**src/rtl/coeff_scan_pkg.sv**
```systemverilog
// coeff_scan_pkg
// Shared constants and the scanner state type for the coefficient
// run/level scanner and its next-nonzero finder.
package coeff_scan_pkg;

    localparam int N     = 16;   // coefficients per 4x4 block
    localparam int IDX_W = 4;    // zigzag index width
    localparam int POS_W = 5;    // scan position / last_pos width (one extra bit)

    localparam logic [POS_W-1:0] LAST_NONE = 5'h1F;  // -1: no nonzero level

    typedef enum logic [1:0] {
        IDLE = 2'd0,
        SCAN = 2'd1,
        FIN  = 2'd2
    } state_t;

endpackage

```
**src/rtl/next_nz_finder.sv**
```systemverilog
// next_nz_finder
// Combinational masked lowest-set-bit priority encoder.
// Ports:
//   i_mask  - 16-bit nonzero mask
//   i_pos   - lowest position that may be returned
//   o_idx   - lowest set mask bit at or above i_pos (0 when none)
//   o_none  - no set bit at or above i_pos
module next_nz_finder
    import coeff_scan_pkg::*;
(
    input  logic [N-1:0]     i_mask,
    input  logic [IDX_W-1:0] i_pos,
    output logic [IDX_W-1:0] o_idx,
    output logic             o_none
);

    logic [N-1:0] w_masked;

    always_comb begin
        w_masked = i_mask & ({N{1'b1}} << i_pos);
        o_idx    = '0;
        // Walk downwards so the lowest set bit wins.
        for (int k = N - 1; k >= 0; k--) begin
            if (w_masked[k]) o_idx = IDX_W'(k);
        end
        o_none = (w_masked == '0);
    end

endmodule

```
**src/rtl/coeff_run_scan.sv**
```systemverilog
// coeff_run_scan
// Captures one zigzag-ordered block of 16 quantized levels on start and
// emits every nonzero level as an (index, run, level, last) tuple over a
// valid/ready stream, one tuple per cycle when not backpressured.
// Ports:
//   clk, rst            - clock, asynchronous active-high reset
//   start, in, nz, first - block capture pulse, levels, block-nonzero flag,
//                          scan start index (1 = skip DC)
//   busy                - scan in progress
//   out_valid/out_ready - tuple handshake
//   out_idx, out_run, out_level, out_last - tuple fields
//   last_pos            - last nonzero position (5'h1F when none)
//   done                - one-cycle end-of-block pulse
module coeff_run_scan
    import coeff_scan_pkg::*;
#(
    parameter int BLOCK_SIZE = 4,
    parameter int LW         = 16
) (
    input  logic                                  clk,
    input  logic                                  rst,
    input  logic                                  start,
    input  logic [LW*BLOCK_SIZE*BLOCK_SIZE-1:0]   in,
    input  logic                                  nz,
    input  logic                                  first,
    output logic                                  busy,
    output logic                                  out_valid,
    input  logic                                  out_ready,
    output logic [IDX_W-1:0]                      out_idx,
    output logic [IDX_W-1:0]                      out_run,
    output logic signed [LW-1:0]                  out_level,
    output logic                                  out_last,
    output logic [POS_W-1:0]                      last_pos,
    output logic                                  done
);

    localparam int NB = BLOCK_SIZE * BLOCK_SIZE;

    state_t               r_state;
    state_t               w_state_nxt;
    logic signed [LW-1:0] r_level [NB];
    logic [N-1:0]         r_mask;
    logic [POS_W-1:0]     r_pos;
    logic [POS_W-1:0]     r_last_pos;
    logic                 r_out_valid;
    logic [IDX_W-1:0]     r_out_idx;
    logic [IDX_W-1:0]     r_out_run;
    logic signed [LW-1:0] r_out_level;
    logic                 r_out_last;

    logic [N-1:0]         w_cap_mask;
    logic [N-1:0]         w_cap_rev;
    logic [IDX_W-1:0]     w_found;
    logic                 w_none;
    logic [IDX_W-1:0]     w_rev_found;
    logic                 w_rev_none;
    logic [POS_W-1:0]     w_cap_last;
    logic                 w_none_eff;
    logic                 w_load;
    logic                 w_accept;
    logic                 w_capture;

    // Mask of the incoming block: nonzero levels at or above first, all
    // cleared when the quantizer reports an all-zero block.
    always_comb begin
        w_cap_mask = '0;
        w_cap_rev  = '0;
        for (int k = 0; k < N; k++) begin
            w_cap_mask[k] = nz && (in[LW*k +: LW] != '0) && ((k != 0) || !first);
        end
        for (int k = 0; k < N; k++) begin
            w_cap_rev[k] = w_cap_mask[N-1-k];
        end
    end

    next_nz_finder u_next (
        .i_mask (r_mask),
        .i_pos  (r_pos[IDX_W-1:0]),
        .o_idx  (w_found),
        .o_none (w_none)
    );

    // Highest set bit of the capture mask = lowest set bit of its reversal.
    next_nz_finder u_last (
        .i_mask (w_cap_rev),
        .i_pos  ('0),
        .o_idx  (w_rev_found),
        .o_none (w_rev_none)
    );

    assign w_cap_last = w_rev_none ? LAST_NONE
                                   : {1'b0, 4'd15 - w_rev_found};

    // pos reaches 16 after emitting index 15; nothing is left to find then.
    assign w_none_eff = w_none || r_pos[POS_W-1];
    assign w_capture  = (r_state == IDLE) && start;
    assign w_accept   = r_out_valid && out_ready;
    assign w_load     = (r_state == SCAN) && !w_none_eff
                        && (!r_out_valid || out_ready);

    always_ff @(posedge clk or posedge rst) begin
        if (rst) r_state <= IDLE;
        else     r_state <= w_state_nxt;
    end

    always_comb begin
        w_state_nxt = r_state;
        case (r_state)
            IDLE: if (start) w_state_nxt = SCAN;
            SCAN: begin
                if (r_mask == '0)              w_state_nxt = FIN;
                else if (w_accept && r_out_last) w_state_nxt = FIN;
            end
            FIN:     w_state_nxt = IDLE;
            default: w_state_nxt = IDLE;
        endcase
    end

    always_comb begin
        busy = (r_state == SCAN);
        done = (r_state == FIN);
    end

    // Level storage is not reset: an empty mask already discards the block.
    always_ff @(posedge clk) begin
        if (w_capture) begin
            for (int k = 0; k < NB; k++) r_level[k] <= in[LW*k +: LW];
        end
    end

    always_ff @(posedge clk or posedge rst) begin
        if (rst) begin
            r_mask      <= '0;
            r_pos       <= '0;
            r_last_pos  <= LAST_NONE;
            r_out_valid <= 1'b0;
            r_out_idx   <= '0;
            r_out_run   <= '0;
            r_out_level <= '0;
            r_out_last  <= 1'b0;
        end else begin
            if (w_capture) begin
                r_mask     <= w_cap_mask;
                r_pos      <= {{(POS_W-1){1'b0}}, first};
                r_last_pos <= w_cap_last;
            end
            if (w_load) begin
                r_out_valid <= 1'b1;
                r_out_idx   <= w_found;
                r_out_run   <= w_found - r_pos[IDX_W-1:0];
                r_out_level <= r_level[w_found];
                r_out_last  <= (w_found == r_last_pos[IDX_W-1:0]);
                r_pos       <= {1'b0, w_found} + 5'd1;
            end else if (w_accept) begin
                r_out_valid <= 1'b0;
            end
        end
    end

    assign out_valid = r_out_valid;
    assign out_idx   = r_out_idx;
    assign out_run   = r_out_run;
    assign out_level = r_out_level;
    assign out_last  = r_out_last;
    assign last_pos  = r_last_pos;

endmodule

```
**config.mk**
```make
export PLATFORM = sky130hd
export DESIGN_NAME = coeff_run_scan
export DESIGN_NICKNAME = d
export VERILOG_FILES = /design/src/rtl/coeff_scan_pkg.sv /design/src/rtl/next_nz_finder.sv /design/src/rtl/coeff_run_scan.sv
export SDC_FILE = /design/constraint.sdc
export NUM_CORES = 1
export LEC_CHECK = 0
export ABC_CLOCK_PERIOD_IN_PS = 9400
export BUFFER_PORTS_ARGS = -buffer_cell sky130_fd_sc_hd__buf_2
export CORE_MARGIN = 3
export CORE_UTILIZATION = 50
export DETAILED_ROUTE_END_ITERATION = 8
export PLACE_DENSITY = 0.76
export SYNTH_ARGS = -nofsm -noshare
export SYNTH_HDL_FRONTEND = slang
export SYNTH_HIERARCHICAL = 1
export SYNTH_SLANG_ARGS = --single-unit
```
**constraint.sdc**
```tcl
create_clock -name clk -period 9.4 [get_ports clk]
set_input_delay 0.47 -clock clk [delete_from_list [all_inputs] [get_ports clk]]
set_output_delay 0.47 -clock clk [all_outputs]
set_load 0.005 [all_outputs]
```
# After elaboration in Yosys (flattened, before gate mapping)
# Memories as Yosys holds them, arrays and structs flattened. A register that Yosys moved wholly into a read port is not among the register bits.
# Cells that the tools add are included.
# word_totals
register_bits	38
ramBits	256
in_bits	262
out_inout_bits	33
wordCells	112
n_memories	1
# mem_list
name	words	width	rd	rd_clocked_by_memory_dff	wr	line_no	text
r_level	16	16	1	1	16	coeff_run_scan.sv:41	logic signed [LW-1:0] r_level [NB];
# classes
add_sub_neg	3
eq_ne	5
shifts	1
muxes	43
n_bitwise	1
reduce_logical	50
# ops
operator	count
$reduce_bool 16->1	16
$mux 4	32
$logic_not 16->1	3
$logic_and 1x1->1	22
$and 16x16->16	1
$shl 16x4->16 const A	1
$mux 5	3
$mux 2	3
$add 4x1->5 const B	1
$eq 4x4->1	1
$mux 1	4
$pmux 2 s2	1
$reduce_bool 2->1	2
$sub 4x4->4	1
$sub 4x4->4 const A	1
$logic_not 1->1	3
$ne 3x1->1 const B	1
$eq 2x1->1 const B	1
$eq 2x2->1 const B	1
$logic_not 2->1	1
$logic_or 1x1->1	2
$ne 2x2->1 const B	1
$reduce_and 2->1	1

# Longest topological paths before layout
# Gate-level depths: netlist (run 1).
# depth
depth_word	21
ltp_mapped	12
ltp_nobuf	11

# By module
# The synthesis (run 1) kept the hierarchy.
# by_module_without_submodules
module	instances	cells_per_inst	area_per_inst_um2	seq_area_each_um2
coeff_run_scan	1	692	12549.5	9044.9
next_nz_finder	2	76	485.5	0.0

# Worst setup path after synthesis (run 1)
# Ideal clock, no wire load.
# synth_path
kind	flip-flop to flip-flop
from	register r_state[0]
to	memory r_level[0][0] (enable)
setup_time_ns	0.719
arrival_time_ns	7.846
required_ns	8.681
setup_slack_ns	0.835
path_stages_with_launch	5
period_less_slack_ns	8.565
path_cell_list	dfrtp_1 > nor2_1 > nand2_1 > clkinv_1 > clkbuf_1
# synth_rtl
item	line_no	text
start, declared	coeff_run_scan.sv:39	state_t r_state;
start signal, assigned	coeff_run_scan.sv:103	else r_state <= w_state_nxt;
end, declared	coeff_run_scan.sv:41	

# Final worst setup path (run 1)
# layout_path
from	register r_pos[1]
to	register r_out_level[11] (netlist: out_level[11]), read port of r_level
# layout_via
elab_chain_cells	18
word_cells_on_any_way	23
# layout_lines
item	line_no	text
start, declared	coeff_run_scan.sv:43	logic [POS_W-1:0] r_pos;
start signal, assigned	coeff_run_scan.sv:144	r_pos <= {{(POS_W-1){1'b0}}, first};
start signal, assigned	coeff_run_scan.sv:153	r_pos <= {1'b0, w_found} + 5'd1;
$shl 16x4->16 *	next_nz_finder.sv:20	w_masked = i_mask & ({N{1'b1}} << i_pos);
$and 16x16->16 *	next_nz_finder.sv:20	
$mux 4 (15 in series)	next_nz_finder.sv:24	if (w_masked[k]) o_idx = IDX_W'(k);
$mux 4 *	next_nz_finder.sv:24	
named net w_found[1]	coeff_run_scan.sv:53	logic [IDX_W-1:0] w_found;
end, declared	coeff_run_scan.sv:48	logic signed [LW-1:0] r_out_level;
# Mark *: on every way through the listed nets, which the timed path passes. The rest lies on a longest branch.
# A chain may end at the register's enable or synchronous reset.

==> results of run 1 <==
## cell type report
type,instances,area [um2]
clock buffers,34,797
clock inverters,24,305
fillers,1941,9990
inverters,20,82.6
multi-input cells,491,4190
flip-flops and latches,310,9040
well taps,335,419
repair buffers,302,1530
## cells in the mapped netlist, drive strengths merged, types with 3 or more instances
| library cell | count | area (um2) |
|---|---|---|
| dfrtp | 49 | 1230 |
| inv | 19 | 71.3 |
| nand2b | 12 | 82.6 |
| a211o | 4 | 35.0 |
| nor2 | 38 | 159 |
| edfxtp | 256 | 7690 |
| nand4 | 4 | 25.0 |
| mux4 | 64 | 1440 |
| a31oi | 9 | 62.6 |
| o22ai | 22 | 138 |
| dfstp | 5 | 131 |
| nor3 | 3 | 37.5 |
| buf | 33 | 278 |
| nor2b | 9 | 56.3 |
| a21oi | 16 | 80.1 |
| a221oi | 16 | 215 |
| nand2 | 85 | 319 |
| xnor2 | 6 | 52.6 |
| clkbuf | 9 | 33.8 |
| o21ai | 14 | 81.3 |
| nor4 | 68 | 425 |
| a41oi | 15 | 131 |
| o31ai | 7 | 52.6 |
| ha | 4 | 50.1 |
| a21boi | 6 | 45.0 |
| o21bai | 4 | 30.0 |
| mux2i | 18 | 180 |
| nand3 | 10 | 50.1 |
## through the flow
stage / power, uW / area, um2
after global placement: 4670 / 15300
after floorplan: 4050 / 13600
after detailed placement: 4710 / 15300
final: 6010 / 16400
after CTS: 6030 / 16400
after global routing: 6300 / 16400
## final timing paths
kind	cells past startpoint	end	slack (ns)
hold reg to reg	2	out_idx[1]$_DFFE_PP0P_	0.48
setup reg to reg	10	out_level[11]$_DFFE_PP0P_	5.15
min in group asynchronous	3	out_run[0]$_DFFE_PP0P_	0.11
hold / removal	1	r_level[0][4]$_DFFE_PP_	0.08
setup / recovery	10	out_level[11]$_DFFE_PP0P_	5.15
max in group asynchronous	3	out_level[0]$_DFFE_PP0P_	8.77
## kinds of logic (layout without fill, tap and decap cells)
kind of cell             after synthesis  after routing  share of synthesized area [%]
multiplexers                          83             83                           12.1
other                                  1             20                         0.0277
XOR/XNOR                               8              8                          0.518
adder cells (fa/ha/maj)                7              7                          0.685
AND/OR/NAND/NOR                      245            245                           9.57
flip-flops                           310            310                           66.9
AO/OA/AOI/OAI                        128            128                           7.37
buffers and inverters                 62            380                           2.86
## where the power goes
group / internal [uW] / switching, uW
clock: 783 / 541
combinational: 1210 / 1500
sequential: 1790 / 187
## flip-flops by register name, summed over array words and instances, names as in the netlist
register	count
out_valid	1
out_run	4
out_last	1
r_level	256
r_mask	16
r_pos	5
last_pos	5
out_level	16
r_state	2
out_idx	4
## routing by layer
metal	track usage, %	up-vias
met5	0	-
met4	7.72	4
met3	4.46	83
met2	43.4	500
met1	36.1	4573
li1	-	4039
==> results.txt, run 1 <==
Mean routed wirelength per cell: 25.7 um
Layout cell share with drive strength beyond 1: 38.9%
CP Capture Type: register
Commonest cells after routing, fill and taps aside: buf_2 (294), edfxtp_1 (256), nand2_1 (85), nor4_1 (68), mux4_2 (64)
Yosys cell types: 65
Post-synthesis sequential area ratio: 66.9%
Number of diodes: 0
DP Cell Count: 1458
Clock buffer depth: 3
Post-CTS sizing: 0
Slowest CP cell: buf_4
Crit path max-delay family: buffers and inverters
Met2 WL: 19300 um
Root Buffer: clkbuf_16
Commonest non-fill, non-tap cell in the layout: buf_2
Finished Layout Cells: 1516
Synth-to-Final Area Change: 21.1%
LEAKAGE: 0.00615 uW
Power per Cell Area: 367 nW/um2
TritonCTS Buffers: 31
Worst Path Max Fanout: 48
Total GRT Usage: 26.2%
Reg-to-Reg Start: r_pos[1]$_DFFE_PP0P_
CTS Hold Bufs: 0
Final slew viol count: 0
Mean post-synth cell area: 16.0 um2
Post-layout util: 62.1%
Clock transition at path regs: 0.07 ns
Final setup violation count: 0
DIE HEIGHT: 170 um
Worst EP required: 9.83 ns
Achievable frequency: 0.235 GHz
Die width: 170 um
Global-route wire length before repair: 56100 um
WL met3: 3290 um
Status: complete, no violations
Final min period: 4.25 ns
Top layer in use: met5
Post-Synthesis Cells: 844
H-Tree Level Count: 1
CP Cell Sequence: and4b_4 -> nor3_4 -> and3b_1 -> a211o_1 -> a21boi_4 -> buf_4 -> buf_4 -> mux4_2 -> o22ai_1 -> a221oi_1
Pre-CTS WS: 5.07 ns
Slowest cell delay on critical path: 0.80 ns
WL final: 38900 um
Buf/Inv on CP: 2
Vias in the first global route: 8939
Worst Tran Pin Value: 1.13 ns
Worst skew pair latency: 0.58 ns
Initial antenna violation count: 2
FP Rows: 59
Buffers on Ports: 294
Tcrit/Tclk final: 45.2%
Synth warn: 6
Post-synth EDFFs: 256
Post-DP HPWL: 29100 um
Full die area: 29000 um2
Mapped Area: 13500 um2
Global route total overflow: 0
Initial DRC count: 1045
DRC: 0
Max_cap viols: 0
RSZ-0062 raised after global routing: no
Clock sink total: 310
CORE AREA: 26400 um2
Hold/Removal Path Class: in2reg
Pin count of the biggest net entering global routing: 113
Peak supply drop: 0.281 mV
Setup skew after layout: 0.0162 ns
Setup TNS: 0 ns
Initial Utilization: 51.3%
Pre-Repair DR Iteration Count: 5
Hold path startpoint: in[4]
Critical path launch point type: register
CP Class: reg2reg
Vias: 9199
DR vias/cell: 6.07
GPL Wtd Cong: 0.960
Final worst setup slack: 5.15 ns
Slew HR: 24.9%
Postcts setup bufs: 0
Fin. Hold Viols: 0
Layout Nets: 1423
Crit path DAT: 4.67 ns
Crit path from: r_pos[1]$_DFFE_PP0P_
Ports: 295
Fraction of registers with async set/reset: 17.4%
WHS: 0.0787 ns
DRT antenna net count: 0
WL met1: 15000 um
Worst path most repeated cell: buf_4
Main synth FF type: edfxtp_1
CTS tree: done
#FFs+latches synth: 310
Note: power is estimated with default switching activity, not from simulation.
==> run 2, diff against run 1 <==
--- a/config.mk
+++ b/config.mk
@@ -5,12 +5,12 @@
 export SDC_FILE = /design/constraint.sdc
 export NUM_CORES = 1
 export LEC_CHECK = 0
-export ABC_CLOCK_PERIOD_IN_PS = 9400
+export ABC_CLOCK_PERIOD_IN_PS = 3400
 export BUFFER_PORTS_ARGS = -buffer_cell sky130_fd_sc_hd__buf_2
 export CORE_MARGIN = 3
-export CORE_UTILIZATION = 50
+export CORE_UTILIZATION = 49
 export DETAILED_ROUTE_END_ITERATION = 8
-export PLACE_DENSITY = 0.76
+export PLACE_DENSITY = 0.78
 export SYNTH_ARGS = -nofsm -noshare
 export SYNTH_HDL_FRONTEND = slang
 export SYNTH_HIERARCHICAL = 1
==> constraint.sdc (replaced) <==
create_clock -name clk -period 3.4 [get_ports clk]
set_input_delay 0.17 -clock clk [delete_from_list [all_inputs] [get_ports clk]]
set_output_delay 0.17 -clock clk [all_outputs]
set_load 0.005 [all_outputs]
==> run 2 against run 1 <==
  * Worst hold slack got worse by 0.0020 ns
  * Register-to-register slack worse by 5.1 ns
  * Sequential power rose to 2.8 times the previous value
  * Via count up 23%
  * Highest routed layer is now met4
  * Final cell count is 20% higher
  * Largest power group unchanged
==> results.txt, run 2 (synthesis results as in run 1) <==
Setup TNS: 0 ns (unchanged)
Layout fillers: 1657 (-15%)
Hold/Removal Path Class: in2reg
Fin. Hold Viols: 0 (unchanged)
H-Tree Level Count: 1 (unchanged)
Clock transition at path regs: 0.06 ns (about the same)
Root Buffer: clkbuf_16
Layout cell share with drive strength beyond 1: 32.7% (-6.2 points)
Buf/Inv on CP: 2 (unchanged)
Met2 WL: 24900 um (+29%)
Mean routed wirelength per cell: 28.2 um (+9.9%)
DR vias/cell: 6.23 (+2.7%)
Initial DRC count: 1532 (+47%)
Commonest non-fill, non-tap cell in the layout: buf_2
Setup skew after layout: 0.0400 ns (+0.0238 ns)
Worst Tran Pin Value: 0.937 ns (-0.190 ns)
Final worst setup slack: 0.0964 ns (-5.06 ns)
CP Class: reg2reg
Finished Layout Cells: 1815 (+20%)
Post-DP HPWL: 30600 um (+5.4%)
Worst EP required: 3.80 ns (-6.03 ns)
Pre-CTS WS: 0.142 ns (-4.93 ns)
LEAKAGE: 0.00735 uW (+19%)
DRT antenna net count: 0 (unchanged)
DP Cell Count: 1489 (+2.1%)
Die width: 172 um (+0.98%)
CTS tree: done
Pre-Repair DR Iteration Count: 5 (unchanged)
TritonCTS Buffers: 31 (unchanged)
Worst path most repeated cell: buf_12
Final setup violation count: 0 (unchanged)
Peak supply drop: 0.818 mV (+190%)
Status: complete, no violations
Postcts setup bufs: 0 (unchanged)
WL met1: 16600 um (+11%)
DRC: 0 (unchanged)
Net Sw Frac: 37.7% (+0.59 points)
Slew HR: 37.4% (+13 points)
Post-DP Area: 15600 um2 (+2.3%)
Power per Cell Area: 913 nW/um2 (+150%)
Register share of total power: 31.2% (-1.7 points)
CP Cell Sequence: and4b_4 -> nor3_4 -> and3b_1 -> a211o_1 -> a21boi_4 -> buf_12 -> buf_12 -> mux4_2 -> o22ai_1 -> a221oi_2
Commonest cells after routing, fill and taps aside: buf_2 (294), dlygate4sd3_1 (259), edfxtp_1 (256), nand2_1 (85), nor4_1 (68)
Buffers on Ports: 294 (unchanged)
Worst Path Max Fanout: 23 (-52%)
NetSw: 6620 uW (+200%)
Synth-to-Final Area Change: 42.3%
Total GRT Usage: 34.1% (+7.9 points)
Vias: 11315 (+23%)
FP Rows: 60 (+1.7%)
Global route total overflow: 0 (unchanged)
Clock buffer depth: 3 (unchanged)
Critical path launch point type: register
DIE HEIGHT: 172 um (+0.98%)
WL met3: 5950 um (+81%)
Achievable frequency: 0.303 GHz (+29%)
Seq. cell area: 9050 um2 (about the same)
Max_cap viols: 0 (unchanged)
RSZ-0062 raised after global routing: no
CP Capture Type: register
Top layer in use: met4
Crit path max-delay family: compound AO/OA/AOI/OAI gates
Clock power frac: 19.5% (-2.5 points)
Pin count of the biggest net entering global routing: 61 (-46%)
Crit path DAT: 3.70 ns (-0.97 ns)
Layout Nets: 1707 (+20%)
Clock sink total: 310 (unchanged)
WL final: 51200 um (+32%)
Vias in the first global route: 11658 (+30%)
WHS: 0.0766 ns (-0.00205 ns)
Slowest CP cell: mux4_2
Combinational Power Share: 49.3% (+4.2 points)
Max reg flops: 256 (unchanged)
Slowest cell delay on critical path: 0.56 ns (-0.24 ns)
Design Area, Final: 19200 um2 (+18%)
Tcrit/Tclk final: 97.2% (+52 points)
GPL Wtd Cong: 0.934 (-2.8%)
Final slew viol count: 0 (unchanged)
Worst skew pair latency: 0.58 ns (about the same)
Multi-input logic area: 4200 um2 (+0.30%)
Initial Utilization: 50.0% (-1.3 points)
Most flops, register: r_level
Power Internal: 10900 uW (+190%)
Ports: 295 (unchanged)
Full die area: 29600 um2 (+2.0%)
CORE AREA: 27000 um2 (+2.5%)
Global-route wire length before repair: 73700 um (+31%)
Initial antenna violation count: 5 (+3)
Final min period: 3.30 ns (-0.945 ns)
[run 2: cell count changes in the layout (fill, tap and decap cells not counted), sizes merged]
cell,delta
dlygate4sd3,+259
inv,-2
clkinv,-6
diode,+9
buf,+25
clkbuf,+12
bufinv,-4
[run 2: routing by layer]
layer | up-vias | global-route usage [%]
met1 | 5381 | 40.4
met3 | 266 | 9.56
met4 | 0 | 20.3
li1 | 4630 | -
met2 | 1038 | 55.9
met5 | - | 0
[run 2: worst reg2reg max path: cells and delay by family, from the launching register on]
kind,cells,cell delay [ns]
buffers and inverters,2,0.45
flip-flops,1,0.49
AO/OA/AOI/OAI,4,0.97
AND/OR/NAND/NOR,3,0.68
multiplexers,1,0.57
[run 2: cell type report]
| type | instances | share of cell area (%) |
|---|---|---|
| well taps | 341 | 2.22 |
| flip-flops and latches | 310 | 47.0 |
| multi-input cells | 491 | 21.8 |
| diodes | 9 | 0.117 |
| inverters | 20 | 0.429 |
| clock inverters | 12 | 0.605 |
| clock buffers | 46 | 4.59 |
| repair buffers | 586 | 23.2 |
[run 2: power groups by stage]
| stage | registers, uW | clock network (uW) | logic [uW] |
|---|---|---|---|
| 6_report | 5490 | 3420 | 8660 |
| 5_1_grt | 5540 | 3600 | 9150 |
| 4_1_cts | 5420 | 3360 | 8330 |
| 3_5_place_dp | 5490 | 0 | 8060 |
| 3_3_place_gp | 5480 | 0 | 7930 |
| 2_1_floorplan | 5330 | 0 | 5740 |
[run 2: through the flow]
step	utilization [%]	total power, uW
floorplan	-	11100
global placement	57.8	13400
detailed placement	57.8	13600
CTS	71.1	17100
global route	71.2	18300
finish	71.2	17600
[run 2: path summary, 6_finish.rpt]
| path | startpoint | end | slack [ns] | cells after the start |
|---|---|---|---|---|
| max | r_pos[0]$_DFFE_PP0P_ | out_level[5]$_DFFE_PP0P_ | 0.1 | 10 |
| min | start | r_state[0]$_DFFE_PP0P_ | 0.08 | 4 |
| max reg2reg | r_pos[0]$_DFFE_PP0P_ | out_level[5]$_DFFE_PP0P_ | 0.1 | 10 |
| min reg2reg | out_idx[1]$_DFFE_PP0P_ | out_idx[1]$_DFFE_PP0P_ | 0.47 | 2 |
| max in group asynchronous | rst | last_pos[4]$_DFFE_PP1P_ | 2.18 | 4 |
| min in group asynchronous | rst | out_level[2]$_DFFE_PP0P_ | 0.32 | 3 |
[run 2: what timing repair did]
action | CTS | global route
hold buffers | 259 | 0
gates resized for setup | 0 | 3
setup endpoints to repair | 0 | 12
endpoints found under the hold margin | 294 | 0
==> run 3, diff against run 2 <==
--- a/config.mk
+++ b/config.mk
@@ -8,9 +8,9 @@
 export ABC_CLOCK_PERIOD_IN_PS = 3400
 export BUFFER_PORTS_ARGS = -buffer_cell sky130_fd_sc_hd__buf_2
 export CORE_MARGIN = 3
-export CORE_UTILIZATION = 49
+export CORE_UTILIZATION = 39
 export DETAILED_ROUTE_END_ITERATION = 8
-export PLACE_DENSITY = 0.78
+export PLACE_DENSITY = 0.65
 export SYNTH_ARGS = -nofsm -noshare
 export SYNTH_HDL_FRONTEND = slang
 export SYNTH_HIERARCHICAL = 1
==> run 3 against run 2 <==
  * First-iteration DRC count down 42%
  * Critical path type unchanged
  * Critical path depth unchanged
  * Highest routed layer unchanged
  * Sequential power down 2%
  * Sequential share of layout area down 0.32 points
==> results.txt, run 3 (synthesis results as in run 1) <==
Status: complete, no violations
DRC: 0 (unchanged)
Buffers on Ports: 294 (unchanged)
Setup TNS: 0 ns (unchanged)
Layout Nets: 1708 (+0.059%)
DIE HEIGHT: 192 um (+12%)
Slew HR: 40.1% (+2.6 points)
Initial antenna violation count: 4 (-1)
Setup skew after layout: 0.0178 ns (-0.0222 ns)
Synth-to-Final Area Change: 43.3%
Tcrit/Tclk final: 94.4% (-2.7 points)
Full die area: 36900 um2 (+25%)
GPL Wtd Cong: 0.884 (-5.3%)
Crit path max-delay family: compound AO/OA/AOI/OAI gates
DP Cell Count: 1594 (+7.1%)
TritonCTS Buffers: 34 (+9.7%)
CP Capture Type: register
Worst Path Max Fanout: 19 (-17%)
Pin count of the biggest net entering global routing: 61 (unchanged)
Clock transition at path regs: 0.06 ns (about the same)
WL final: 46900 um (-8.4%)
Die width: 192 um (+12%)
WHS: 0.135 ns (+0.0581 ns)
Initial Utilization: 39.9% (-10 points)
Layout cell share with drive strength beyond 1: 32.5% (-0.21 points)
Post-DP HPWL: 31900 um (+4.0%)
Total GRT Usage: 25.3% (-8.8 points)
Most flops, register: r_level
Reg-to-Reg Start: r_pos[0]$_DFFE_PP0P_
Hold path startpoint: start
Worst skew pair latency: 0.50 ns (-0.08 ns)
Worst EP required: 3.76 ns (-0.04 ns)
Mean routed wirelength per cell: 24.5 um (-13%)
LEAKAGE: 0.00736 uW (+0.18%)
Peak supply drop: 0.694 mV (-15%)
Achievable frequency: 0.311 GHz (+2.9%)
Postcts setup bufs: 0 (unchanged)
Crit path DAT: 3.57 ns (-0.13 ns)
Critical path launch point type: register
Fin. Hold Viols: 0 (unchanged)
Pre-Repair DR Iteration Count: 6 (+1)
Max reg flops: 256 (unchanged)
CORE AREA: 33900 um2 (+25%)
Slowest cell delay on critical path: 0.51 ns (-0.05 ns)
Hold/Removal Path Class: in2reg
Commonest non-fill, non-tap cell in the layout: buf_2
CP Cell Sequence: and4b_4 -> nor3_4 -> and3b_1 -> a211o_1 -> a21boi_4 -> buf_12 -> buf_4 -> mux4_2 -> o22ai_1 -> a221oi_2
Root Buffer: clkbuf_16
Vias in the first global route: 11137 (-4.5%)
Final setup violation count: 0 (unchanged)
Buf/Inv on CP: 2 (unchanged)
Crit path from: r_pos[0]$_DFFE_PP0P_
Slowest CP cell: mux4_2
Final slew viol count: 0 (unchanged)
CP Class: reg2reg
Global route total overflow: 0 (unchanged)
Max_cap viols: 0 (unchanged)
Finished Layout Cells: 1916 (+5.6%)
Initial DRC count: 893 (-42%)
Power per Cell Area: 904 nW/um2 (-1.0%)
Clock sink total: 310 (unchanged)
RSZ-0062 raised after global routing: no
H-Tree Level Count: 2 (+1)
FP Rows: 67 (+12%)
Vias: 10658 (-5.8%)
CTS tree: done
Global-route wire length before repair: 68900 um (-6.5%)
Final min period: 3.21 ns (-0.0929 ns)
DRT antenna net count: 0 (unchanged)
Ports: 295 (unchanged)
Worst Tran Pin Value: 0.898 ns (-0.0399 ns)
Clock buffer depth: 3 (unchanged)
Pre-CTS WS: 0.118 ns (-0.0239 ns)
Commonest cells after routing, fill and taps aside: buf_2 (294), dlygate4sd3_1 (259), edfxtp_1 (256), nand2_1 (85), nor4_1 (68)
DR vias/cell: 5.56 (-11%)
Final worst setup slack: 0.189 ns (+0.0929 ns)
-- run 3: worst paths after layout --
| check | end | slack (ns) | cells past startpoint |
|---|---|---|---|
| min in group asynchronous | out_idx[0]$_DFFE_PP0P_ | 0.42 | 3 |
| setup / recovery | out_level[3]$_DFFE_PP0P_ | 0.19 | 10 |
| setup reg to reg | out_level[3]$_DFFE_PP0P_ | 0.19 | 10 |
| max in group asynchronous | last_pos[0]$_DFFE_PP1P_ | 2.16 | 4 |
| hold / removal | r_state[0]$_DFFE_PP0P_ | 0.13 | 4 |
| hold reg to reg | out_idx[2]$_DFFE_PP0P_ | 0.47 | 2 |
-- run 3: layer usage --
| metal | GRT usage (%) | part of all wire [%] | wire length, um | vias to the layer above |
|---|---|---|---|---|
| met3 | 4.82 | 8.3 | 3890 | 169 |
| met2 | 41.3 | 48 | 22700 | 727 |
| met5 | 0 | 0 | 0 | - |
| met4 | 12.6 | 5.7 | 2660 | 0 |
| li1 | - | - | - | 4610 |
| met1 | 32.5 | 38 | 17600 | 5152 |
-- run 3: power breakdown --
group,internal [uW],switching [uW],leakage [uW]
Combinational,3970,4600,0.00387
Clock,2100,1450,0.000515
Sequential,4940,436,0.00298
Total,11000,6490,0.00736
-- run 3: repair_timing --
item | in CTS | in global routing
hold buffers | 259 | 0
endpoints found under the hold margin | 294 | 0
endpoints found under the setup margin | 0 | 3
resized for setup | 0 | 1
-- run 3: final cells by class --
cell class / count / area [um2]
Antenna cell: 6 / 15.0
Clock buffer: 40 / 895
Clock inverter: 17 / 161
Fill cell: 2646 / 14500
Inverter: 20 / 82.6
Multi-Input combinational cell: 491 / 4190
Sequential cell: 310 / 9050
Tap cell: 448 / 561
Timing Repair Buffer: 584 / 4420
-- run 3: worst min-delay path, stage by stage --
cell and delay [ns]:
buf_2 0.07, nand2_1 0.04, buf_4 0.22, nand2_1 0.09
-- run 3: per-stage QoR --
stage / total power (uW) / area, um2 / utilization (%)
after floorplan: 11100 / 13600 / -
after global placement: 13700 / 15700 / 46.4
after detailed placement: 13800 / 15700 / 46.4
after CTS: 17600 / 19400 / 57.1
after global routing: 18400 / 19400 / 57.2
final: 17500 / 19400 / 57.2
